### config.mk
export PLATFORM = sky130hd
export DESIGN_NAME = square_sampler
export DESIGN_NICKNAME = d
export VERILOG_FILES = /design/src/rtl/square_pkg.sv /design/src/rtl/square_scan_counter.sv /design/src/rtl/square_sampler.sv
export SDC_FILE = /design/constraint.sdc
export NUM_CORES = 1
export LEC_CHECK = 0
export CELL_PAD_IN_SITES_DETAIL_PLACEMENT = 0
export CELL_PAD_IN_SITES_GLOBAL_PLACEMENT = 1
export CORE_AREA = 2 2 82 84
export DETAILED_ROUTE_END_ITERATION = 16
export DIE_AREA = 0 0 84 86
export PLACE_DENSITY_LB_ADDON = 0.1
export RECOVER_POWER = 25
export SETUP_SLACK_MARGIN = 0.4
export SLEW_MARGIN = 10
export SYNTH_ARGS = -nofsm -noshare
export SYNTH_HDL_FRONTEND = slang
export SYNTH_SLANG_ARGS = --single-unit
### constraint.sdc
create_clock -name clk -period 5.7 [get_ports clk]
set_input_delay 1.425 -clock clk [delete_from_list [all_inputs] [get_ports clk]]
set_output_delay 1.425 -clock clk [all_outputs]
set_load 0.02 [all_outputs]
### src/rtl/square_pkg.sv
// square_pkg: shared coordinate width and FSM state type for the square drawer/sampler pair
package square_pkg;
  localparam int COORD_W = 11;
  typedef enum logic [1:0] {IDLE, SCAN, DRAIN, FINISH} state_e;
endpackage

### src/rtl/square_scan_counter.sv
// square_scan_counter: row-major dx/dy offset walker over an inclusive (SIZE+1)x(SIZE+1) square
// Ports:
//   clk, reset      clock, synchronous active-high reset
//   load_i          restart at offset (0,0)
//   step_i          advance one pixel (dx wraps to 0 at SIZE and bumps dy)
//   dx_o, dy_o      current offsets
//   last_o          current offset is the final corner (SIZE,SIZE)
module square_scan_counter #(
  parameter int SIZE = 10,
  parameter int W = (SIZE < 1) ? 1 : $clog2(SIZE + 1)
) (
  input  logic         clk,
  input  logic         reset,
  input  logic         load_i,
  input  logic         step_i,
  output logic [W-1:0] dx_o,
  output logic [W-1:0] dy_o,
  output logic         last_o
);
  logic [W-1:0] dx_q, dx_d, dy_q, dy_d;
  logic row_end;
  assign row_end = dx_q == W'(SIZE);
  assign last_o = row_end && dy_q == W'(SIZE);
  assign dx_o = dx_q;
  assign dy_o = dy_q;
  always_comb begin
    dx_d = load_i ? '0 : step_i ? (row_end ? '0 : dx_q + 1'b1) : dx_q;
    dy_d = load_i ? '0 : (step_i && row_end) ? dy_q + 1'b1 : dy_q;
  end
  always_ff @(posedge clk) begin
    if (reset) begin
      dx_q <= '0;
      dy_q <= '0;
    end else begin
      dx_q <= dx_d;
      dy_q <= dy_d;
    end
  end
endmodule

### src/rtl/square_sampler.sv
// square_sampler: scans a square of framebuffer pixels and counts the lit ones
// Ports:
//   clk, reset            clock, synchronous active-high reset
//   start, x0, y0         scan request and top-left corner (latched when accepted in IDLE)
//   rd_en, rd_x, rd_y     one framebuffer read request per cycle while scanning
//   rd_data               pixel value, valid RD_LAT cycles after its rd_en
//   busy                  scan in progress (through the done cycle)
//   count, hit            lit-pixel count of the last completed scan and count != 0
//   done                  one-cycle pulse, count/hit final in the same cycle
// Optional: define SQUARE_SAMPLER_EARLY_EXIT_EN to stop issuing reads at the first lit return.
module square_sampler
  import square_pkg::*;
#(
  parameter int SIZE = 10,
  parameter int RD_LAT = 1,
  parameter int CNT_W = $clog2((SIZE + 1) * (SIZE + 1) + 1)
) (
  input  logic               clk,
  input  logic               reset,
  input  logic               start,
  input  logic [COORD_W-1:0] x0,
  input  logic [COORD_W-1:0] y0,
  output logic               rd_en,
  output logic [COORD_W-1:0] rd_x,
  output logic [COORD_W-1:0] rd_y,
  input  logic               rd_data,
  output logic               busy,
  output logic [CNT_W-1:0]   count,
  output logic               hit,
  output logic               done
);
  localparam int OFF_W = (SIZE < 1) ? 1 : $clog2(SIZE + 1);
  // every pipeline stage except the one returning this cycle
  localparam logic [RD_LAT-1:0] PEND_MASK = {RD_LAT{1'b1}} >> 1;
  state_e state_q, state_d;
  logic [COORD_W-1:0] x0_q, y0_q;
  logic [OFF_W-1:0] dx, dy;
  logic [RD_LAT-1:0] vld_q;
  logic [CNT_W-1:0] acc_q, count_q;
  logic hit_q, done_q, last, accept, ret_lit, pend, stop;
  assign accept = state_q == IDLE && start;
  assign rd_en = state_q == SCAN;
  assign rd_x = x0_q + COORD_W'(dx);
  assign rd_y = y0_q + COORD_W'(dy);
  assign ret_lit = vld_q[RD_LAT-1] && rd_data;
  assign pend = |(vld_q & PEND_MASK);
  assign busy = state_q != IDLE || done_q;
  assign count = count_q;
  assign hit = hit_q;
  assign done = done_q;
`ifdef SQUARE_SAMPLER_EARLY_EXIT_EN
  assign stop = last || ret_lit;
`else
  assign stop = last;
`endif
  square_scan_counter #(.SIZE(SIZE), .W(OFF_W)) u_cnt (
    .clk    (clk),
    .reset  (reset),
    .load_i (accept),
    .step_i (rd_en && !last),
    .dx_o   (dx),
    .dy_o   (dy),
    .last_o (last)
  );
  always_comb begin
    state_d = state_q == IDLE  ? (start ? SCAN : IDLE)
            : state_q == SCAN  ? (stop ? DRAIN : SCAN)
            : state_q == DRAIN ? (pend ? DRAIN : FINISH)
            : IDLE;
  end
  always_ff @(posedge clk) begin
    if (reset) begin
      state_q <= IDLE;
      x0_q    <= '0;
      y0_q    <= '0;
      vld_q   <= '0;
      acc_q   <= '0;
      count_q <= '0;
      hit_q   <= 1'b0;
      done_q  <= 1'b0;
    end else begin
      state_q <= state_d;
      vld_q   <= RD_LAT'({vld_q, rd_en});
      acc_q   <= accept ? '0 : acc_q + CNT_W'(ret_lit);
      done_q  <= state_q == FINISH;
      if (accept) begin
        x0_q <= x0;
        y0_q <= y0;
      end
      if (state_q == FINISH) begin
        count_q <= acc_q;
        hit_q   <= acc_q != '0;
      end
    end
  end
endmodule

### Yosys cells after proc, flatten, opt, wreduce, memory -nomap -nowiden

Index checks and enable logic that the tools add are counted.

| operators by class | value |
|---|---|
| mux-type cells | 6 |
| reductions and logical operators | 11 |
| equal/unequal tests | 5 |
| add/sub/neg operators | 5 |

Operator list:

| operator | count |
|---|---|
| $add A11 B4 Y11 | 2 |
| $add A4 B1 Y4 const B | 2 |
| $eq A4 B4 Y1 const B | 2 |
| $mux W2 | 4 |
| $add A7 B1 Y7 | 1 |
| $reduce_bool A7 Y1 | 1 |
| $logic_and A1 B1 Y1 | 5 |
| $eq A2 B2 Y1 const B | 2 |
| $mux W4 | 1 |
| $eq A2 B1 Y1 const B | 1 |
| $logic_not A2 Y1 | 1 |
| $reduce_bool A2 Y1 | 1 |
| $reduce_or A2 Y1 | 1 |
| $logic_not A1 Y1 | 1 |
| $logic_or A1 B1 Y1 | 1 |
| $mux W1 | 1 |

| storage, ports and cells | value |
|---|---|
| word-level logic and storage cells | 37 |
| register bits | 49 |
| output and inout bits | 33 |
| input port bits | 26 |

### Longest topological paths before layout

| logic depth | value |
|---|---|
| depth after elaboration | 5 |
| depth in mapped cells | 7 |
| mapped depth without buffers | 7 |

### Modules after synthesis

Synthesis repeated with hierarchy kept, for this count alone.

| unflattened totals | value |
|---|---|
| cell total of the unflattened synthesis | 320 |
| area, all modules | 2690.1 µm² |

By module, submodules not included:

| module | instances | seq. area each (µm²) | area an instance (µm²) | cells an instance |
|---|---|---|---|---|
| square_sampler | 1 | 820.8 | 2259.7 | 271 |
| square_scan_counter | 1 | 160.2 | 430.4 | 49 |

### Worst setup path after synthesis

Ideal clock, no wire load.

| timing | value |
|---|---|
| path kind | register to output |
| from | register u_cnt.dx_q[0], in the netlist u_cnt.dx_o[0] |
| to | output port rd_x[6] |
| data arrival time | 1.883 ns |
| data required time | 4.275 ns |
| path slack | 2.392 ns |
| buffers on the path | 0 |
| cell stages (with the launch flop) | 8 |
| path through | dfxtp_1 -> ha_1 -> inv_1 -> fa_1 -> nand2b_1 -> a21oi_1 -> and3_1 -> xor2_1 |

| on the way | value |
|---|---|
| cells in the longest elaborated chain, start to end | 1 |

RTL lines:

| item | line | RTL |
|---|---|---|
| start, declared | square_scan_counter.sv:20 | `logic [W-1:0] dx_q, dx_d, dy_q, dy_d;` |
| start signal, assigned | square_scan_counter.sv:32 | `dx_q <= '0;` |
| start signal, assigned | square_scan_counter.sv:35 | `dx_q <= dx_d;` |
| $add A11 B4 Y11 | square_sampler.sv:43 | `assign rd_x = x0_q + COORD_W'(dx);` |
| end, declared | square_sampler.sv:24 | `output logic [COORD_W-1:0] rd_x,` |

No other way between the ends.

### Worst setup path after layout

Same ends and word-level chain as after synthesis.

==> metrics.md <==
| Metric | Value |
|---|---|
| Outcome | finished with violations |
| Failing checks | capacitance limit, slew limit |
| Data required, critical path | 4280 ps |
| Max Freq | 0.227 GHz |
| RSZ-0062 raised after global routing | no |
| Total Nets Final | 386 |
| RR Endpoint | u_cnt.dx_o[1] |
| Setup Crit Path Kind | register to output pin |
| Simple-Gate Fraction of Synth Area | 0.254 |
| RD Place Congestion | 0.779 |
| H-tree levels | 2 |
| Final Hold Slack | 455 ps |
| Main combinational cell family by area after synthesis | simple AND/OR/NAND/NOR gates |
| Yosys warns | 0 |
| Hold path depth | 2 |
| Port bufs | 58 |
| Synth Cell Area | 2400 sq um |
| Final setup vio count | 0 |
| Worst Slack Setup Final | 1300 ps |
| Initial antenna violation count | 0 |
| Max_cap viols | 1 |
| Tot GR Track Use | 0.155 |
| Crit path arrival time | 2980 ps |
| Postcts setup bufs | 0 |
| Synth Area in Compound Gates | 0.124 |
| Number of vias per cell | 4.88 |
| Core Rows | 29 |
| Worst-Margin Slew | 1650 ps |
| Final wirelength | 5340 um |
| First-pass GRT wire length | 9110 um |
| Filler instances | 611 |
| ANT nets after route | 0 |
| DP HPWL | 3840 um |
| CTS tree | built |
| Multi-input logic area | 1320 sq um |
| Clock Tree Buf Depth | 2 |
| Crit. End Element | output pin |
| Worst-path maximum fanout | 9 |
| Vias in the first global route | 2001 |
| Remaining Overflow, GRT | 0 |
| Crit path cell chain | ha_1 -> inv_1 -> fa_1 -> nand2b_1 -> a21oi_1 -> and3_1 -> xor2_1 -> clkdlybuf4s50_1 |
| Slowest cell on crit path | clkdlybuf4s50_1 |
| Syn Area/Cell | 8.21 sq um |
| Die Span Y | 86 um |
| Diodes inserted | 0 |
| Syn Inst Count | 292 |
| Hold endpoint | count[4] |
| Worst VDD drop | 0.134 mV |
| Area grow syn2layout | 29.5% |
| Hold Buf Count CTS | 0 |
| FF-to-FF setup slack | 3560 ps |
| Fin area | 3110 sq um |
| Starting Density | 0.382 |
| Hold Crit Start | count[4] |
| CTS root buffer | clkbuf_8 |
| Clock Latency Late Sink | 300 ps |
| CORE AREA | 6280 sq um |
| Period utilization | 0.772 |
| DR vias | 2069 |
| Adder-cell share of the synthesized area | 0.0793 |
| Clock-pin slew on the worst setup and hold paths | 100 ps |
| Placed cell areas | 3020 sq um |
| Resized cells post-CTS | 0 |
| Final Util | 0.495 |
| Number of register bits inferred by synthesis | 49 |
| Final non-filler cell total | 424 |
| Final hold vios | 0 |
| XOR/XNOR share of the synthesized area | 0.0949 |
| Total power | 0.678 mW |
| Place WS | 1610 ps |
| TritonCTS buffer count | 5 |
| DRT Pass-1 Iters | 4 |
| CP peak stage delay | 610 ps |
| DRC Markers | 0 |
| Cell Count Post-Placement | 416 |
| Reg2reg path depth | 4 |
| FF+latch area | 981 sq um |
| Netlist cell types | 39 |
| Power Density | 218 nW/um^2 |
| Clk sinks | 49 |
| Largest net degree at the start of global routing | 35 |
| Syn Nets | 332 |
| Tmin final | 4400 ps |
| Worst Hold Class | register to register |
| Fin. max-slew vios | 35 |
| Mux cell area share after synthesis | 0 |
| Die X | 84 um |
| DR WL/cell | 12.6 um |
| Iter 0 DRT Violations | 64 |
| Worst slew margin | -0.103 |
| Layout Skew | 5.39 ps |
| P_leak | 1.20 nW |
| Fin Setup TNS | 0 ps |
| Die Area | 7220 sq um |
| Crit path launch type | register |
| I/O Pins | 59 |
| R2r startpoint | state_q[1] |
| Share of cells above drive strength 1 | 0.0317 |
| Part of the Yosys area used for sequential elements | 0.409 |
## power breakdown
part / internal (mW) / leakage [nW] / total (mW) / switching, mW
registers: 0.354 / 0.399 / 0.366 / 0.0117
logic: 0.0513 / 0.755 / 0.104 / 0.0524
clock network: 0.0872 / 0.0445 / 0.209 / 0.121
total: 0.492 / 1.20 / 0.678 / 0.185
## sequential cells by signal, summed over array words and instances (netlist names)
| register | flops |
|---|---|
| done | 1 |
| vld_q | 1 |
| x0_q | 11 |
| y0_q | 11 |
| acc_q | 7 |
| state_q | 2 |
| count | 7 |
| hit | 1 |
| u_cnt.dy_o | 4 |
| u_cnt.dx_o | 4 |
## synthesized netlist by cell type (all sizes together)
cell / instances / share of area
nor2b: 4 / 0.010
o21ai: 3 / 0.0063
dfxtp: 49 / 0.41
nor4: 1 / 0.0026
a311oi: 1 / 0.0037
o21a: 1 / 0.0031
nand2b: 5 / 0.013
xor2: 10 / 0.037
nor4b: 1 / 0.0037
and2: 3 / 0.0078
nand3b: 1 / 0.0031
a211o: 1 / 0.0037
a21o: 2 / 0.0063
inv: 8 / 0.013
a31oi: 1 / 0.0026
and3: 7 / 0.020
or3: 1 / 0.0026
and4: 1 / 0.0037
nand2: 65 / 0.10
a21oi: 37 / 0.077
xnor2: 16 / 0.058
nor2: 23 / 0.036
o31ai: 1 / 0.0031
nand4: 2 / 0.0052
a211oi: 4 / 0.015
buf: 8 / 0.020
fa: 2 / 0.017
ha: 12 / 0.063
o211ai: 1 / 0.0031
clkbuf: 4 / 0.0063
nor3: 3 / 0.0063
and2b: 1 / 0.0031
nand4bb: 1 / 0.0047
and4bb: 1 / 0.0068
nand3: 11 / 0.023
## worst max-delay path, delay by kind of cell, from the launching register on
family                     cells  cell delay [ps]
xor gates and xnor gates       1              140
and+or+nand+nor                2              380
buffers and inverters          2              670
DFF                            1              490
AOI/OAI and AO/OA              1              350
adders and majority gates      2              640
## cell families (layout without fill, tap and decap cells)
family / after synthesis / in the layout
compound gates: 52 / 52
buf+inv: 20 / 75
flops: 49 / 49
simple gates: 131 / 131
fa+ha+maj: 14 / 14
xor+xnor: 26 / 26
## layer usage
metal / global-route usage / routed length [um] / vias up
li1: - / - / 1088
met1: 0.198 / 2600 / 937
met2: 0.262 / 2460 / 39
met3: 0.0308 / 217 / 5
met4: 0.0528 / 70 / 0
met5: 0 / 0 / -
## layout make-up
class | instances | share of cell area
Inverter | 8 | 0.00967
Multi-Input combinational cell | 223 | 0.426
Sequential cell | 49 | 0.316
Tap cell | 77 | 0.0310
Clock inverter | 3 | 0.00685
Timing Repair Buffer | 59 | 0.188
Clock buffer | 5 | 0.0222
## how the worst max path moves through the flow
| stage | startpoint | end | slack (ps) | cells past startpoint |
|---|---|---|---|---|
| after detailed placement | u_cnt.dx_o[0] | rd_x[6] | 1610 | 8 |
| after global routing | u_cnt.dx_o[0] | rd_x[6] | 1080 | 8 |
| final | u_cnt.dx_o[0] | rd_x[6] | 1300 | 8 |
| after floorplan | u_cnt.dx_o[0] | rd_x[6] | 2390 | 7 |
| after CTS | u_cnt.dx_o[0] | rd_x[6] | 1250 | 8 |
| after global placement | u_cnt.dx_o[0] | rd_x[6] | 1650 | 8 |
## layout by cell type (no fill, tap or decap), drive strengths merged, types with 2 or more instances in the layout
master / count
dfxtp: 49
a21oi: 37
clkdlybuf4s50: 52
o21ai: 3
a211oi: 4
nor3: 3
nand2b: 5
nor2b: 4
xnor2: 16
nor2: 23
and3: 7
nand3: 11
clkbuf: 6
nand2: 65
dlygate4sd3: 6
ha: 12
nand4: 2
xor2: 10
fa: 2
a21o: 2
and2: 3
inv: 9
Power figures use the tool's default switching activity.
